==> src/rtl/wb_port_scheduler_pkg.sv <==
`default_nettype none
// +----------------------------------------------------------------------+
// | Module   : wb_port_scheduler_pkg                                     |
// | Purpose  : Write-back select codes, operand bundle type and helpers  |
// |            shared by the write-port scheduler slice.                 |
// | Revision : 1.0 - initial release                                     |
// +----------------------------------------------------------------------+
package wb_port_scheduler_pkg;

  // Write-back source select codes (register-file write-back encoding)
  localparam logic [1:0] REG_WB_MEM_DAT = 2'b00;
  localparam logic [1:0] REG_WB_ALU_OUT = 2'b01;
  localparam logic [1:0] REG_WB_IMM_DAT = 2'b10;
  localparam logic [1:0] REG_WB_PC_NEXT = 2'b11;

  // Registered operand set presented to the write-back mux
  typedef struct packed {
    logic [31:0] mem;
    logic [31:0] alu;
    logic [31:0] imm;
    logic [31:0] pcn;
  } wb_operands_t;

  // One-hot scoreboard bit for a register; x0 never gets a bit
  function automatic logic [31:0] rd_bit(input logic [4:0] rd);
    rd_bit = '0;
    if (rd != 5'd0) rd_bit[rd] = 1'b1;
  endfunction

endpackage
`default_nettype wire

==> src/rtl/wb_port_scheduler_if.sv <==
`default_nettype none
// +----------------------------------------------------------------------+
// | Module   : wb_port_scheduler_if                                      |
// | Purpose  : Execute, load-issue, load-done and register-file write    |
// |            signals of the write-port scheduler.                      |
// | Revision : 1.0 - initial release                                     |
// +----------------------------------------------------------------------+
interface wb_port_scheduler_if;
  logic        ex_valid;
  logic        ex_ready;
  logic [1:0]  ex_wb_sel;
  logic [4:0]  ex_rd;
  logic [31:0] ex_alu;
  logic [31:0] ex_imm;
  logic [31:0] ex_pcn;
  logic        ld_issue_valid;
  logic        ld_issue_ready;
  logic [4:0]  ld_issue_rd;
  logic        ld_done_valid;
  logic [31:0] ld_done_data;
  logic [31:0] busy_mask;
  logic        rf_we;
  logic [4:0]  rf_rd;
  logic [31:0] rf_wdata;
  logic        err_underflow;

  // Upstream side: execute/LSU stages and register-file observer
  modport master (
    output ex_valid, ex_wb_sel, ex_rd, ex_alu, ex_imm, ex_pcn,
    output ld_issue_valid, ld_issue_rd, ld_done_valid, ld_done_data,
    input  ex_ready, ld_issue_ready, busy_mask, rf_we, rf_rd, rf_wdata, err_underflow
  );

  // Scheduler side
  modport slave (
    input  ex_valid, ex_wb_sel, ex_rd, ex_alu, ex_imm, ex_pcn,
    input  ld_issue_valid, ld_issue_rd, ld_done_valid, ld_done_data,
    output ex_ready, ld_issue_ready, busy_mask, rf_we, rf_rd, rf_wdata, err_underflow
  );
endinterface
`default_nettype wire

==> src/rtl/wb_port_scheduler_write_back_unit.sv <==
`default_nettype none
// +----------------------------------------------------------------------+
// | Module   : wb_port_scheduler_write_back_unit                         |
// | Purpose  : Write-back data mux selecting the register-file write     |
// |            data from the registered operand set.                     |
// | Revision : 1.0 - initial release                                     |
// +----------------------------------------------------------------------+
module wb_port_scheduler_write_back_unit
  import wb_port_scheduler_pkg::*;
(
  input  logic [1:0]   wb_sel,
  input  wb_operands_t ops,
  output logic [31:0]  wdata
);

  // Select the write data according to the registered source code
  always_comb begin
    wdata = '0;
    case (wb_sel)
      REG_WB_MEM_DAT: wdata = ops.mem;
      REG_WB_ALU_OUT: wdata = ops.alu;
      REG_WB_IMM_DAT: wdata = ops.imm;
      REG_WB_PC_NEXT: wdata = ops.pcn;
      default:        wdata = '0;
    endcase
  end

endmodule
`default_nettype wire

==> src/rtl/wb_port_scheduler.sv <==
`default_nettype none
// +----------------------------------------------------------------------+
// | Module   : wb_port_scheduler                                         |
// | Purpose  : Arbitrates the single register-file write port between    |
// |            execute results and in-order load completions; tracks     |
// |            pending load destinations in a FIFO plus busy scoreboard. |
// | Config   : WB_WAW_STALL_EN - stall execute writes whose rd has a     |
// |            pending load (keeps program-order WAW).                   |
// | Revision : 1.0 - initial release                                     |
// +----------------------------------------------------------------------+
module wb_port_scheduler
  import wb_port_scheduler_pkg::*;
#(
  parameter int MAX_LOADS = 4
) (
  input  logic             clk,
  input  logic             rst,
  wb_port_scheduler_if.slave bus
);

  localparam int c_PTR_W = $clog2(MAX_LOADS);
  localparam int c_CNT_W = c_PTR_W + 1;

  logic [4:0]         r_fifo [MAX_LOADS];
  logic [c_PTR_W-1:0] r_wr_ptr;
  logic [c_PTR_W-1:0] r_rd_ptr;
  logic [c_CNT_W-1:0] r_count;
  logic [31:0]        r_busy;
  logic               r_err;

  logic               r_rf_we;
  logic [4:0]         r_rf_rd;
  logic [1:0]         r_wb_sel;
  wb_operands_t       r_ops;

  logic               w_fifo_empty;
  logic               w_fifo_full;
  logic               w_pop;
  logic               w_push;
  logic [4:0]         w_pop_rd;
  logic               w_ex_waw_block;
  logic               w_ex_fire;
  logic [31:0]        w_busy_next;
  logic [31:0]        w_rf_wdata;

  assign w_fifo_empty = (r_count == '0);
  assign w_fifo_full  = (r_count == c_CNT_W'(MAX_LOADS));
  assign w_pop_rd     = r_fifo[r_rd_ptr];
  // A load completion with nothing outstanding is dropped, not popped
  assign w_pop        = bus.ld_done_valid & ~w_fifo_empty;

`ifdef WB_WAW_STALL_EN
  assign w_ex_waw_block = r_busy[bus.ex_rd] & (bus.ex_rd != 5'd0);
`else
  assign w_ex_waw_block = 1'b0;
`endif

  // Load returns cannot be back-pressured, so they always own the port
  assign bus.ex_ready       = ~bus.ld_done_valid & ~w_ex_waw_block;
  // Readiness uses the registered count: a full FIFO stays full even if popping
  assign bus.ld_issue_ready = ~w_fifo_full & ~r_busy[bus.ld_issue_rd];
  assign w_push             = bus.ld_issue_valid & bus.ld_issue_ready;
  assign w_ex_fire          = bus.ex_valid & bus.ex_ready;

  // Scoreboard update: clear the retiring load, then mark the new one
  always_comb begin
    w_busy_next = r_busy;
    if (w_pop)  w_busy_next = w_busy_next & ~rd_bit(w_pop_rd);
    if (w_push) w_busy_next = w_busy_next | rd_bit(bus.ld_issue_rd);
  end

  // Load-destination storage; validity is tracked by the pointers alone
  always_ff @(posedge clk) begin
    if (w_push) r_fifo[r_wr_ptr] <= bus.ld_issue_rd;
  end

  // FIFO pointers, occupancy, scoreboard and sticky underflow flag
  always_ff @(posedge clk or posedge rst) begin
    if (rst) begin
      r_wr_ptr <= '0;
      r_rd_ptr <= '0;
      r_count  <= '0;
      r_busy   <= '0;
      r_err    <= 1'b0;
    end else begin
      if (w_push) r_wr_ptr <= r_wr_ptr + 1'b1;
      if (w_pop)  r_rd_ptr <= r_rd_ptr + 1'b1;
      if (w_push & ~w_pop)      r_count <= r_count + 1'b1;
      else if (w_pop & ~w_push) r_count <= r_count - 1'b1;
      r_busy <= w_busy_next;
      if (bus.ld_done_valid & w_fifo_empty) r_err <= 1'b1;
    end
  end

  // Write-back stage register: one cycle from accept/pop to rf write
  always_ff @(posedge clk or posedge rst) begin
    if (rst) begin
      r_rf_we  <= 1'b0;
      r_rf_rd  <= '0;
      r_wb_sel <= REG_WB_PC_NEXT;
      r_ops    <= '0;
    end else if (w_pop) begin
      r_rf_we  <= (w_pop_rd != 5'd0);
      r_rf_rd  <= w_pop_rd;
      r_wb_sel <= REG_WB_MEM_DAT;
      r_ops.mem <= bus.ld_done_data;
    end else if (w_ex_fire) begin
      r_rf_we  <= (bus.ex_rd != 5'd0);
      r_rf_rd  <= bus.ex_rd;
      r_wb_sel <= bus.ex_wb_sel;
      r_ops.alu <= bus.ex_alu;
      r_ops.imm <= bus.ex_imm;
      r_ops.pcn <= bus.ex_pcn;
    end else begin
      r_rf_we  <= 1'b0;
    end
  end

  wb_port_scheduler_write_back_unit u_write_back_unit (
    .wb_sel (r_wb_sel),
    .ops    (r_ops),
    .wdata  (w_rf_wdata)
  );

  assign bus.rf_we         = r_rf_we;
  assign bus.rf_rd         = r_rf_rd;
  assign bus.rf_wdata      = w_rf_wdata;
  assign bus.busy_mask     = r_busy;
  assign bus.err_underflow = r_err;

endmodule
`default_nettype wire
==> src/flat_wrapper.sv <==
// flat-port wrapper written by rule: the top's interface ports become plain ports
module wb_port_scheduler_flat import wb_port_scheduler_pkg::*;
#(
  parameter int MAX_LOADS = 4
)
  (clk, rst, bus_ex_valid, bus_ex_wb_sel, bus_ex_rd, bus_ex_alu, bus_ex_imm, bus_ex_pcn, bus_ld_issue_valid, bus_ld_issue_rd, bus_ld_done_valid, bus_ld_done_data, bus_ex_ready, bus_ld_issue_ready, bus_busy_mask, bus_rf_we, bus_rf_rd, bus_rf_wdata, bus_err_underflow);
  wb_port_scheduler_if bus_i ();
  input  logic clk;
  input  logic rst;
  input wire logic [$bits(bus_i.ex_valid)-1:0] bus_ex_valid;
  input wire logic [$bits(bus_i.ex_wb_sel)-1:0] bus_ex_wb_sel;
  input wire logic [$bits(bus_i.ex_rd)-1:0] bus_ex_rd;
  input wire logic [$bits(bus_i.ex_alu)-1:0] bus_ex_alu;
  input wire logic [$bits(bus_i.ex_imm)-1:0] bus_ex_imm;
  input wire logic [$bits(bus_i.ex_pcn)-1:0] bus_ex_pcn;
  input wire logic [$bits(bus_i.ld_issue_valid)-1:0] bus_ld_issue_valid;
  input wire logic [$bits(bus_i.ld_issue_rd)-1:0] bus_ld_issue_rd;
  input wire logic [$bits(bus_i.ld_done_valid)-1:0] bus_ld_done_valid;
  input wire logic [$bits(bus_i.ld_done_data)-1:0] bus_ld_done_data;
  output wire logic [$bits(bus_i.ex_ready)-1:0] bus_ex_ready;
  output wire logic [$bits(bus_i.ld_issue_ready)-1:0] bus_ld_issue_ready;
  output wire logic [$bits(bus_i.busy_mask)-1:0] bus_busy_mask;
  output wire logic [$bits(bus_i.rf_we)-1:0] bus_rf_we;
  output wire logic [$bits(bus_i.rf_rd)-1:0] bus_rf_rd;
  output wire logic [$bits(bus_i.rf_wdata)-1:0] bus_rf_wdata;
  output wire logic [$bits(bus_i.err_underflow)-1:0] bus_err_underflow;
  assign bus_i.ex_valid = bus_ex_valid;
  assign bus_i.ex_wb_sel = bus_ex_wb_sel;
  assign bus_i.ex_rd = bus_ex_rd;
  assign bus_i.ex_alu = bus_ex_alu;
  assign bus_i.ex_imm = bus_ex_imm;
  assign bus_i.ex_pcn = bus_ex_pcn;
  assign bus_i.ld_issue_valid = bus_ld_issue_valid;
  assign bus_i.ld_issue_rd = bus_ld_issue_rd;
  assign bus_i.ld_done_valid = bus_ld_done_valid;
  assign bus_i.ld_done_data = bus_ld_done_data;
  assign bus_ex_ready = bus_i.ex_ready;
  assign bus_ld_issue_ready = bus_i.ld_issue_ready;
  assign bus_busy_mask = bus_i.busy_mask;
  assign bus_rf_we = bus_i.rf_we;
  assign bus_rf_rd = bus_i.rf_rd;
  assign bus_rf_wdata = bus_i.rf_wdata;
  assign bus_err_underflow = bus_i.err_underflow;
  wb_port_scheduler #(.MAX_LOADS(MAX_LOADS)) u_core (.clk(clk), .rst(rst), .bus(bus_i));
endmodule
==> config.mk <==
export PLATFORM = sky130hd
export DESIGN_NAME = wb_port_scheduler_flat
export DESIGN_NICKNAME = d
export VERILOG_FILES = /design/src/rtl/wb_port_scheduler_pkg.sv /design/src/rtl/wb_port_scheduler_if.sv /design/src/rtl/wb_port_scheduler_write_back_unit.sv /design/src/rtl/wb_port_scheduler.sv /design/src/flat_wrapper.sv
export SDC_FILE = /design/constraint.sdc
export NUM_CORES = 1
export LEC_CHECK = 0
export CELL_PAD_IN_SITES_DETAIL_PLACEMENT = 1
export CELL_PAD_IN_SITES_GLOBAL_PLACEMENT = 1
export CORE_UTILIZATION = 43
export CTS_BUF_LIST = sky130_fd_sc_hd__clkbuf_16
export CTS_CLUSTER_SIZE = 30
export DETAILED_ROUTE_END_ITERATION = 10
export MAX_ROUTING_LAYER = met4
export PLACE_DENSITY = 0.87
export SLEW_MARGIN = 20
export SYNTH_ARGS = -nofsm -noshare
export SYNTH_HDL_FRONTEND = slang
export SYNTH_HIERARCHICAL = 1
export SYNTH_SLANG_ARGS = --single-unit
==> constraint.sdc <==
create_clock -name clk -period 13.9 [get_ports clk]
set_input_delay 2.78 -clock clk [delete_from_list [all_inputs] [get_ports clk]]
set_output_delay 2.78 -clock clk [all_outputs]
set_load 0.03 [all_outputs]
==> flow_metrics.env <==
export IMPL_outcome="finished, final reports clean"
export IMPL_clock_power_share_pct=23.2
export IMPL_synth_seq_cells=196
export IMPL_antenna_found_initial=2
export IMPL_htreeDepth=4
export IMPL_cts_max_path_buffers=2
export IMPL_grtUsageTotal_pct=28.86
export IMPL_power_frac_comb_pct=37.8
export IMPL_drc=0
export IMPL_syn_instance_count=641
export IMPL_regArea_um2=5007
export IMPL_power_frac_seq_pct=39.0
export IMPL_drt_pass1_iter_count=4
export IMPL_synth_edf_count=20
export IMPL_routed_via_count=6345
export IMPL_placed_area_um2=11080
export IMPL_yosys_warnings=6
export IMPL_setup_viol=0
export IMPL_hold_buffers=0
export IMPL_core_area_um2=19720
export IMPL_wl_um=28240
export IMPL_worst_slack_ns=5.231
export IMPL_fin_crit_sh_pct=62.37
export IMPL_synthTopCellsByArea="dfrtp_1 50%, mux2_2 13%, mux4_2 10%, edfxtp_1 6.8%, nand2_1 5.0%"
export IMPL_first_global_vias=7138
export IMPL_num_rows=51
export IMPL_finalHoldViolations=0
export IMPL_powerDensity_nw_per_um2=186.7
export IMPL_synth_top_area_share_pct=49.59
export IMPL_grt_remaining_overflow=0
export IMPL_areaGrowthSynthToFinish_pct=33.10
export IMPL_worstMarginPinSlew_ns=0.9789
export IMPL_finClkSkew_ns=0.007326
export IMPL_switchingPower_mw=0.8121
export IMPL_die_w_um=144.9
export IMPL_async_flop_share_pct=89.80
export IMPL_multi_input_area_um2=3505
export IMPL_fill_cells=1908
export IMPL_fin_nets=990
export IMPL_synth_ff_type="dfrtp_1"
export IMPL_layout_drive_gt1_share_pct=21.86
export IMPL_pre_cts_slack_ns=5.220
export IMPL_p_int_mw=1.370
export IMPL_drt_iter0_drc=389
export IMPL_path_class="in -> out"
export IMPL_end_kind="output port"
export IMPL_yosysUniqueCellTypes=46
export IMPL_grt_pass1_wl_um=43930
export IMPL_rsz0062_at_grt="false"
export IMPL_design_area_um2=11690
export IMPL_pin_count=218
export IMPL_grt_max_degree=103
export IMPL_gp_congestion=0.9137
export IMPL_finalCriticalPeriod_ns=8.669
export IMPL_die_area_um2=21000
export IMPL_slew_violations=0
export IMPL_synth_avg_cell_area_um2=13.70
export IMPL_worstPathMaxFanout=16
export IMPL_required_ns=11.12
export IMPL_crit_arrival_ns=5.89
export IMPL_ir_drop_v=0.0001184
export IMPL_yosys_area_top_type="dfrtp_1"
export IMPL_cts_sinks=196
export IMPL_final_util_pct=59.27
export IMPL_holdWs_ns=0.4519
export IMPL_port_buffer_count=217
export IMPL_start_util_pct=44.53
export IMPL_antenna_left=0
export IMPL_routedWlPerCell_um=25.26
export IMPL_clock_fmax_ghz=0.1154
export IMPL_numCtsBuffers=17
export IMPL_post_dp_hpwl_um=19860
export IMPL_die_h_um=144.9
export IMPL_layout_common_cells="217 x clkdlybuf4s50_1, 174 x dfrtp_1, 118 x nand2_1"
export IMPL_mostFrequentLayoutCell="clkdlybuf4s50_1"
export IMPL_cts_tree="yes"
export IMPL_cts_root_buf="clkbuf_16"
export IMPL_synth_area_um2=8781
export IMPL_ys_seq_area_share_pct=57.02
export IMPL_setup_worst_path_start_class="input pin"
export IMPL_drv_cap=0
export IMPL_syn_nets=792
export IMPL_relSlewSlack_pct=34.74
export IMPL_cts_clk_slew_worst_paths_ns=0.07
export IMPL_vias_per_cell=5.675
export IMPL_holdCritPathClass="reg -> reg"
export IMPL_clock_latency_ns=0.43
export IMPL_leakagePower_nw=4.748
export IMPL_post_cts_buffers=0
export IMPL_tns_ns=0
export IMPL_ctsResizeCount=0
export IMPL_swShare_pct=37.21
## power groups by stage
stage	clock [mW]	sequential [mW]	combinational, mW
global placement	0	0.842	0.782
CTS	0.515	0.850	0.828
finish	0.505	0.852	0.825
global route	0.532	0.868	0.872
floorplan	0	0.894	0.422
detailed placement	0	0.856	0.819
## layout make-up
type                    count  share of cell area [%]
well taps                 265                   2.837
diodes                      2                 0.04282
flip-flops and latches    196                   42.84
clock inverters            13                   1.263
multi-input cells         395                   29.99
inverters                   7                  0.2676
repair buffers            222                   18.91
clock buffers              18                   3.854
## worst paths after layout
path | startpoint | to | slack (ns) | depth (start not counted)
min | u_core/bus.busy_mask[0]$_DFF_PP0_ | u_core/bus.busy_mask[0]$_DFF_PP0_ | 0.45 | 0
max in group asynchronous | rst | u_core/r_ops[88]$_DFFE_PP0P_ | 9.38 | 3
max | bus_ld_issue_rd[0] | bus_ld_issue_ready | 5.23 | 6
max reg2reg | u_core/bus.busy_mask[27]$_DFF_PP0_ | u_core/r_count[2]$_DFFE_PP0P_ | 10.70 | 11
min in group asynchronous | rst | u_core/r_ops[58]$_DFFE_PP0P_ | 2.93 | 2
min reg2reg | u_core/bus.busy_mask[0]$_DFF_PP0_ | u_core/bus.busy_mask[0]$_DFF_PP0_ | 0.45 | 0
## critical path, stage by stage
cell             delay (ns)
clkdlybuf4s50_1        0.92
mux4_2                 0.57
nor2b_1                0.16
a2111oi_4              0.36
and4_1                 0.36
clkdlybuf4s50_1        0.72
## per-stage QoR
step                power (mW)  std cells
finish                   2.182       1118
global route             2.272       1118
global placement         1.624       1085
floorplan                1.317        641
detailed placement       1.675       1085
CTS                      2.193       1116
## cells by family (layout without fill, tap and decap cells)
kind of cell	after synthesis	in the layout	synth area share (%)
flip-flops	196	196	57.02
XOR/XNOR	6	6	0.5986
AO/OA/AOI/OAI	79	79	5.970
other	0	2	0
adder cells (fa/ha/maj)	6	6	0.9404
AND/OR/NAND/NOR	157	157	8.065
multiplexers	147	147	24.24
buffers and inverters	50	260	3.163
## registers in the layout (all words and copies together) (netlist names)
register                  cells
u_core/r_wr_ptr               2
u_core/bus.err_underflow      1
u_core/r_fifo                20
u_core/bus.rf_rd              5
u_core/r_ops                128
u_core/bus.busy_mask         32
u_core/r_count                3
u_core/r_rd_ptr               2
u_core/bus.rf_we              1
u_core/r_wb_sel               2
## synth_stat cells (all sizes together) (4+ instances only)
cell type,number
and3,4
a22oi,5
nand3b,4
clkbuf,20
mux2,99
dfrtp,174
nand2,118
inv,7
or3b,4
edfxtp,20
mux4,42
o21ai,37
mux2i,6
ha,5
nand2b,5
o31ai,32
nor2b,4
nor2,4
buf,23
## metal layers
layer,vias to the layer above,wire (um),GRT usage (%),part of all wire [%]
met5,-,0,-,0
li1,2706,-,-,-
met3,58,1936,6.352,6.9
met1,3289,11150,34.41,39
met4,0,767,10.80,2.7
met2,292,14380,47.96,51
(Power assumes the default switching activity.)
